<file path="config.mk">
export PLATFORM = sky130hd
export DESIGN_NAME = snake_ctrl
export DESIGN_NICKNAME = d
export VERILOG_FILES = /design/src/rtl/snake_ctrl.sv
export SDC_FILE = /design/constraint.sdc
export NUM_CORES = 1
export LEC_CHECK = 0
export CAP_MARGIN = 20
export CORE_AREA = 2 2 83 85
export CTS_BUF_LIST = sky130_fd_sc_hd__clkbuf_16
export DETAILED_ROUTE_END_ITERATION = 8
export DIE_AREA = 0 0 85 87
export PLACE_DENSITY_LB_ADDON = 0.2
export RECOVER_POWER = 100
export REMOVE_ABC_BUFFERS = 1
export SLEW_MARGIN = 20
export SYNTH_ARGS = -nofsm -noshare
export SYNTH_HDL_FRONTEND = slang
export SYNTH_SLANG_ARGS = --single-unit
</file>
<file path="constraint.sdc">
create_clock -name clk -period 3.3 [get_ports clk]
set_input_delay 0.495 -clock clk [delete_from_list [all_inputs] [get_ports clk]]
set_output_delay 0.495 -clock clk [all_outputs]
set_load 0.05 [all_outputs]
</file>
<file path="src/rtl/snake_ctrl.sv">
// -----------------------------------------------------------------------------
// snake_ctrl
//
// Drives a four-digit, multiplexed seven-segment "snake" animation. A frame
// address steps through FRAMES entries of four external per-digit ROMs at a
// rate of one step every DIV_TICK clocks while running. A free-running scan
// divider rotates the active digit every DIV_SCAN clocks.
//
// Optional feature (compile-time macro SNAKE_REVERSE_EN):
//   adds input 'dir'. When dir=1 the address decrements and wraps 0 -> FRAMES-1.
//   Without the macro the port is absent and the address always increments.
//
// Ports
//   clk          system clock, rising edge
//   rst          synchronous reset, active-high
//   start        pulse: IDLE -> RUN
//   pause        pulse: toggles RUN <-> PAUSE
//   stop         pulse: RUN/PAUSE -> IDLE, address back to 0
//   dir          (SNAKE_REVERSE_EN only) 0 = forward, 1 = reverse
//   seg_in0..3   active-low segment patterns from the digit ROMs
//   addr         frame address shared by the four ROMs
//   seg          active-low segments of the scanned digit
//   dp           decimal point, active-low, always off
//   com          active-low one-hot digit enables
//   frame_wrap   one-cycle pulse when the address wraps
//   busy         high while in RUN or PAUSE
// -----------------------------------------------------------------------------
module snake_ctrl #(
  parameter int unsigned DIV_TICK = 2500000,
  parameter int unsigned DIV_SCAN = 50000,
  parameter int unsigned FRAMES   = 20
) (
  input  logic       clk,
  input  logic       rst,
  input  logic       start,
  input  logic       pause,
  input  logic       stop,
`ifdef SNAKE_REVERSE_EN
  input  logic       dir,
`endif
  input  logic [6:0] seg_in0,
  input  logic [6:0] seg_in1,
  input  logic [6:0] seg_in2,
  input  logic [6:0] seg_in3,
  output logic [4:0] addr,
  output logic [6:0] seg,
  output logic       dp,
  output logic [3:0] com,
  output logic       frame_wrap,
  output logic       busy
);

  localparam int unsigned TICK_W = $clog2(DIV_TICK);
  localparam int unsigned SCAN_W = $clog2(DIV_SCAN);

  localparam logic [TICK_W-1:0] TICK_LAST = TICK_W'(DIV_TICK - 1);
  localparam logic [SCAN_W-1:0] SCAN_LAST = SCAN_W'(DIV_SCAN - 1);
  localparam logic [4:0]        ADDR_LAST = 5'(FRAMES - 1);

  typedef enum logic [1:0] {
    ST_IDLE  = 2'd0,
    ST_RUN   = 2'd1,
    ST_PAUSE = 2'd2
  } state_e;

  state_e              state_q;
  state_e              state_d;
  logic [TICK_W-1:0]   tick_cnt;
  logic [SCAN_W-1:0]   scan_cnt;
  logic [1:0]          idx;
  logic                reverse;
  logic [4:0]          addr_next;
  logic                addr_wrap;
  logic [6:0]          seg_sel;

`ifdef SNAKE_REVERSE_EN
  assign reverse = dir;
`else
  assign reverse = 1'b0;
`endif

  assign dp = 1'b1;

  // ---------------------------------------------------------------------------
  // State register
  // ---------------------------------------------------------------------------
  // NOTE: all clocked state uses non-blocking assignments so every register
  // samples the pre-edge values of the others, independent of block order.
  always_ff @(posedge clk) begin
    if (rst) state_q <= ST_IDLE;
    else     state_q <= state_d;
  end

  // ---------------------------------------------------------------------------
  // Next-state logic. stop beats start beats pause.
  // ---------------------------------------------------------------------------
  // NOTE: every combinational output gets a default before the case so no path
  // leaves it unassigned, which would otherwise infer a latch.
  always_comb begin
    state_d = state_q;
    unique case (state_q)
      ST_IDLE:  if (start)      state_d = ST_RUN;
      ST_RUN:   if (stop)       state_d = ST_IDLE;
                else if (pause) state_d = ST_PAUSE;
      ST_PAUSE: if (stop)       state_d = ST_IDLE;
                else if (pause) state_d = ST_RUN;
      default:                  state_d = ST_IDLE;
    endcase
  end

  // Address step with wrap in either direction.
  always_comb begin
    addr_next = addr;
    addr_wrap = 1'b0;
    if (reverse) begin
      if (addr == 5'd0) begin
        addr_next = ADDR_LAST;
        addr_wrap = 1'b1;
      end else begin
        addr_next = addr - 5'd1;
      end
    end else begin
      if (addr >= ADDR_LAST) begin
        addr_next = 5'd0;
        addr_wrap = 1'b1;
      end else begin
        addr_next = addr + 5'd1;
      end
    end
  end

  // ---------------------------------------------------------------------------
  // Step counter, frame address, wrap pulse, busy flag.
  // Leaving for IDLE (stop) clears everything; the counter only advances while
  // the current state is RUN, so a PAUSE holds the partial count and the cycle
  // that samples start or resume is not counted.
  // ---------------------------------------------------------------------------
  always_ff @(posedge clk) begin
    if (rst) begin
      tick_cnt   <= '0;
      addr       <= 5'd0;
      frame_wrap <= 1'b0;
      busy       <= 1'b0;
    end else begin
      frame_wrap <= 1'b0;
      busy       <= (state_d != ST_IDLE);
      if (state_d == ST_IDLE) begin
        tick_cnt <= '0;
        addr     <= 5'd0;
      end else if (state_q == ST_RUN) begin
        if (tick_cnt == TICK_LAST) begin
          tick_cnt   <= '0;
          addr       <= addr_next;
          frame_wrap <= addr_wrap;
        end else begin
          tick_cnt <= tick_cnt + TICK_W'(1);
        end
      end
    end
  end

  // ---------------------------------------------------------------------------
  // Digit scan: free-running in all states.
  // ---------------------------------------------------------------------------
  always_comb begin
    seg_sel = 7'h7F;
    unique case (idx)
      2'd0: seg_sel = seg_in0;
      2'd1: seg_sel = seg_in1;
      2'd2: seg_sel = seg_in2;
      2'd3: seg_sel = seg_in3;
      default: seg_sel = 7'h7F;
    endcase
  end

  always_ff @(posedge clk) begin
    if (rst) begin
      scan_cnt <= '0;
      idx      <= 2'd0;
      com      <= 4'b1110;
      seg      <= 7'h7F;
    end else begin
      if (scan_cnt == SCAN_LAST) begin
        scan_cnt <= '0;
        idx      <= idx + 2'd1;
      end else begin
        scan_cnt <= scan_cnt + SCAN_W'(1);
      end
      // com and seg both follow idx by one register stage so they stay aligned.
      com <= ~(4'b0001 << idx);
      seg <= (state_q == ST_IDLE) ? 7'h7F : seg_sel;
    end
  end

endmodule

</file>
==> results of run 1 <==
-- registers in the layout, summed over array words and instances, names as in the netlist --
register / count
idx: 2
busy: 1
frame_wrap: 1
addr: 5
state_q: 2
scan_cnt: 16
com: 4
seg: 7
tick_cnt: 22
-- cells in the mapped netlist --
library cell   n  area (um2)
nand3b_4       1       20.02
or3b_2         1       8.760
nand2_1       31       116.4
conb_1         1       3.750
inv_1          9       33.78
buf_6          1       11.26
a211o_1        1       8.760
o31ai_1        9       67.56
or4b_2         1       10.01
xnor2_1       22       192.7
nor4_2         1       12.51
or2_1          1       6.260
nor3_1         9       45.04
nand4b_1       4       35.03
clkbuf_1       9       33.78
or3_2          1       7.510
or4_1          7       52.55
or3_1          4       25.02
nor4_4         1       21.27
nor2_1        42       157.7
nor4b_1        1       8.760
a222oi_1       7       70.07
buf_2          7       35.03
nand3b_1       1       7.510
xor2_1         6       52.55
o21ai_0       14       70.07
nor4_1         9       56.30
nand3_1       12       60.06
and3_1         3       18.77
nor2b_1        2       12.51
nor3b_1        1       7.510
mux2i_1        1       10.01
buf_4          4       30.03
ha_1           8       100.1
or4b_1         2       20.02
nand2b_1       2       12.51
o311ai_0       1       8.760
a31oi_1        2       12.51
nand4_1       16       100.1
a21oi_1       16       80.08
o211ai_4       1       21.27
dfxtp_1       60        1201
or2_2          1       6.260
-- area by class of cell --
| class | instances | area, um2 |
|---|---|---|
| fillers | 596 | 2949 |
| multi-input cells | 243 | 1499 |
| flip-flops and latches | 60 | 1201 |
| repair buffers | 50 | 500.5 |
| clock buffers | 9 | 225.2 |
| well taps | 80 | 100.1 |
| clock inverters | 7 | 60.06 |
| inverters | 9 | 33.78 |
-- critical path, stage by stage (launching register included) --
cell	delay, ns
dfxtp_1	0.39
ha_1	0.23
nand3b_1	0.24
or4b_1	0.68
o211ai_2	0.69
nor2_1	0.13
-- metal layers --
| metal | part of all wire, % | up-vias | GRT usage [%] |
|---|---|---|---|
| met5 | 0 | - | 0 |
| met4 | 0.75 | 0 | 7.071 |
| met3 | 5.0 | 4 | 4.171 |
| met2 | 47 | 62 | 29.12 |
| met1 | 47 | 1168 | 22.07 |
| li1 | - | 1270 | - |
-- cell families (layout without fill, tap and decap cells) --
kind of cell	count (synthesis)	in the layout	synth area share [%]
xor+xnor	28	28	8.540
mux	1	1	0.3486
fa+ha+maj	8	8	3.486
buf+inv	30	75	5.011
compound gates	51	51	11.81
flops	60	60	41.83
simple gates	154	154	28.85
other cells	1	1	0.1306
-- how the worst max path moves through the flow --
stage | start | end | slack (ns) | cells after the start
after floorplan | tick_cnt[0] | tick_cnt[10] | 1.36 | 5
after global placement | start | addr[4] | 1.08 | 5
after detailed placement | start | addr[4] | 1.03 | 5
after CTS | tick_cnt[0] | tick_cnt[8] | 1.04 | 5
after global routing | tick_cnt[0] | tick_cnt[8] | 0.58 | 5
final | tick_cnt[0] | tick_cnt[8] | 0.78 | 5
-- metrics by stage --
step	power (mW)	worst slack, ns	cells	area [um2]
3_3_place_gp	0.8553	1.080	442	3362
5_1_grt	1.786	0.5815	458	3620
2_1_floorplan	0.7997	1.357	312	2761
3_5_place_dp	0.8564	1.034	442	3362
4_1_cts	1.741	1.042	458	3647
6_report	1.718	0.7765	458	3620
-- power by group --
group / leakage [nW] / total (mW) / switching [mW] / internal [mW]
Combinational: 0.549 / 0.0957 / 0.0479 / 0.0478
Clock: 0.148 / 0.881 / 0.308 / 0.573
Sequential: 0.485 / 0.741 / 0.00706 / 0.734
Total: 1.18 / 1.72 / 0.363 / 1.36
==> results.md, run 1 <==
- Wirelength, routed: 6292 um
- Worst hold slack: 0.4775 ns
- Fin. Hold Viols: 0
- Sequential fraction of the synthesis area: 41.83%
- I/O pin total: 52
- Number of global-route vias before repair: 2,338
- DP HPWL: 4394 um
- I/O Buffers: 50
- GRT Util Overall: 17.57%
- Die ar.: 7395 um2
- Clk root buf: clkbuf_16
- RSZ-0062 raised after global routing: false
- Diodes inserted: 0
- DRC viols: 0
- Largest net degree at the start of global routing: 19
- Status: complete, no violations
- Setup bufs post-CTS: 0
- Pwr Density: 474.7 nW/um2
- Max Cap Viol: 0
- Syn. warnings: 0
- Share of cells above drive strength 1: 5.291%
- Most frequent cells in the layout: dfxtp_1, nor2_1, nand2_1
- Post-route minimum period: 2.524 ns
- Worst slew margin: 37.71%
- Startpoint types: flip-flop
- Crit share post-route: 76.47%
- Clk Latency, worst-skew pair: 0.32 ns
- Hold WC Path Type: flip-flop to flip-flop
- Final count of pins violating max slew: 0
- Final core occ: 55.10%
- FP Rows: 30
- H-tree depth: 3
- Hold_buf cts: 0
- Clk pin slew, worst setup/hold paths: 0.06 ns
- Routed length per instance: 13.74 um
- Clock Skews: 0.009954 ns
- First-pass GRT wire length: 10,610 um
- Number of synthesized register bits: 60
- Reg2Reg Launch Point: tick_cnt[0]
- Net count, final: 414
- Max Freq: 396.3 MHz
- CP Max Fanout: 18
- Initial antenna violation count: 0
- Via count: 2,504
- R2r setup slk: 0.78 ns
- Hold path start: scan_cnt[0]
- CTS tree: built
- Initial Util: 43.71%
- Syn Std Cell Area: 2872 um2
- LEAKAGE: 1.182 nW
- Actual slew at the worst max-slew pin: 0.9258 ns
- Hold Crit Endpoint: scan_cnt[0]
- Area Growth Syn to Fin: 26.06%
- Sink Count: 60
- Core Box Area: 6569 um2
- Placer Congestion: 0.7683
- Gate count of the mapped netlist: 333
- Pre-Repair DR Iteration Count: 5
- DIE WIDTH: 85 um
- Leading cell type in the layout, fill and taps excluded: dfxtp_1
- Worst Path Required: 3.46 ns
- Die span in y: 87 um
- Worst VDD drop: 0.3788 mV
- DRT iter0 DRCs: 195
- Worst r2r path cells: 5
- Num CTS Buffers: 9
- Post_cts resized: 0
- Worst Setup Path Type: flip-flop to flip-flop
- Clock Path Buffers: 2
- Via/cell ratio: 5.467
- Hold path depth: 1
- Syn Area/Cell: 8.623 um2
- Final setup violation count: 0
- CP endpoint kind: flip-flop
- Yosys cell types: 43
- Worst EP arrival: 2.68 ns
- Global route overflow: 0
- TNS Setup: 0 ns
- Routed Antenna Nets: 0
- Reg-to-Reg End: tick_cnt[8]
No activity file was read; power rests on OpenSTA's default activity.
==> run 2, diff against run 1 <==
clock period = 2.44 ns   (was 3.3 ns; I/O delays follow)
==> run 2 against run 1 <==
Sequential power up 35%. Clock skew down 0.0023 ns. Global-route usage up 0.31 points. Total power up 34%. Clock-buffer cell count unchanged. Sequential cell count unchanged. Register-to-register slack worse by 0.45 ns. Critical path type unchanged. Critical endpoint is now scan_cnt[13]. Largest power group unchanged.
==> results.md, run 2 (synthesis gave the netlist of run 1 again) <==
- Number of global-route vias before repair: 2,347
- Wirelength, routed: 6303 um
- CP endpoint kind: flip-flop
- Routed Antenna Nets: 0
- Worst Path Required: 2.64 ns
- Status: complete, no violations
- DRC viols: 0
- Fin. Hold Viols: 0
- Worst Setup Path Type: flip-flop to flip-flop
- Most flop-heavy register: tick_cnt
- Leading cell type in the layout, fill and taps excluded: dfxtp_1
- CP Max Fanout: 15
- Multi-input gate area: 1526 um2
- Final-layout fill cell count: 584
- Biggest regs: tick_cnt x22, scan_cnt x16, seg x7
- Cell area after placement: 3445 um2
- Wire length on met1: 2988 um
- Area Growth Syn to Fin: 29.06%
- FP Rows: 30
- Setup crit start: scan_cnt[4]
- Worst slew margin: 64.44%
- R2r setup slk: 0.32 ns
- DP HPWL: 4428 um
- Num CTS Buffers: 9
- Crit share post-route: 86.80%
- CTS tree: built
- Clock Skews: 0.007621 ns
- Top Layer Used: met4
- Core Box Area: 6569 um2
- Worst r2r path cells: 5
- Die ar.: 7395 um2
- Clock Path Buffers: 2
- Net count, final: 425
- Hold_buf cts: 0
- Actual slew at the worst max-slew pin: 0.5317 ns
- Largest net degree at the start of global routing: 19
- Hold WC Path Type: flip-flop to flip-flop
- GRT Util Overall: 17.88%
- Initial Util: 43.71%
- Via/cell ratio: 5.420
- Max FFs per register: 22
- Most frequent cells in the layout: dfxtp_1, nor2_1, nand2_1, clkdlybuf4s50_1, xnor2_1
- First-pass GRT wire length: 10,640 um
- Die span in y: 87 um
- Share of cells above drive strength 1: 7.235%
- Final core occ: 56.42%
- Clk pin slew, worst setup/hold paths: 0.05 ns
- Diodes inserted: 0
- FF+latch area: 1201 um2
- Worst VDD drop: 0.4691 mV
- Reg2Reg Launch Point: scan_cnt[4]
- Clk Latency, worst-skew pair: 0.32 ns
- Initial antenna violation count: 0
- I/O Buffers: 50
- Sink Count: 60
- H-tree depth: 3
- I/O pin total: 52
- Post-route minimum period: 2.118 ns
- Global route overflow: 0
- LEAKAGE: 1.255 nW
- Post_cts resized: 0
- Final setup violation count: 0
- Pre-Repair DR Iteration Count: 4
- Post-route cell area: 3706 um2
- Worst EP arrival: 2.32 ns
- WL met2: 2913 um
- Pwr Density: 620.8 nW/um2
- TNS Setup: 0 ns
- Reg-to-Reg End: scan_cnt[13]
- Max Freq: 472.2 MHz
- Crit path to: scan_cnt[13]
- Setup bufs post-CTS: 0
- WL met3: 325 um
- Placer Congestion: 0.8213
- Via count: 2,531
- Max Cap Viol: 0
- Routed length per instance: 13.50 um
- Worst hold slack: 0.4645 ns
- Final count of pins violating max slew: 0
- Startpoint types: flip-flop
- DIE WIDTH: 85 um
- RSZ-0062 raised after global routing: false
- DRT iter0 DRCs: 126
- Clk root buf: clkbuf_16
==> run 2: cell count changes in the layout (fill, tap and decap cells not counted), sizes merged <==
cell           before  now
buf                 0    8
clkbuf              9   12
clkdlybuf4s50      29   31
clkinvlp            1    0
dlygate4sd3        21   19
inv                11   10
==> run 2: area by class of cell <==
class                   count  share of cell area [%]
clock buffers               9                   6.077
clock inverters             5                   1.249
inverters                   9                  0.9115
multi-input cells         243                   41.19
flip-flops and latches     60                   32.41
well taps                  80                   2.701
repair buffers             61                   15.46
==> run 2: how the worst min path moves through the flow <==
stage | startpoint | endpoint | slack, ns | cells past startpoint
4_1_cts | scan_cnt[0] | scan_cnt[0] | 0.47 | 1
5_1_grt | tick_cnt[21] | tick_cnt[21] | 0.50 | 2
3_3_place_gp | scan_cnt[0] | scan_cnt[0] | 0.44 | 1
6_report | scan_cnt[0] | scan_cnt[0] | 0.46 | 1
2_1_floorplan | scan_cnt[0] | scan_cnt[0] | 0.43 | 1
3_5_place_dp | scan_cnt[0] | scan_cnt[0] | 0.46 | 1
==> run 2: power by group <==
group | leakage (nW) | switching, mW | total [mW] | internal (mW)
logic | 0.632 | 0.0686 | 0.137 | 0.0687
clock network | 0.137 | 0.398 | 1.16 | 0.763
registers | 0.485 | 0.00815 | 1.00 | 0.994
==> run 2: critical path, stage by stage, from the launching register on <==
cell and delay [ns]:
dfxtp_1 0.34, or4b_2 0.68, nor4_2 0.44, or2_1 0.16, clkbuf_2 0.28, nor2_1 0.09
==> run 2: per-stage QoR <==
| step | power [mW] | cells | setup WS, ns |
|---|---|---|---|
| floorplan | 1.082 | 312 | 0.4974 |
| global placement | 1.161 | 453 | 0.3273 |
| detailed placement | 1.163 | 453 | 0.2687 |
| CTS | 2.334 | 467 | 0.3264 |
| global route | 2.387 | 467 | 0.1559 |
| finish | 2.301 | 467 | 0.3222 |
==> run 2: routing by layer <==
metal  global-route usage, %  vias up
met1                   23.74     1164
met3                   4.360        8
li1                        -     1294
met5                       0        -
met2                   27.49       65
met4                   8.225        0
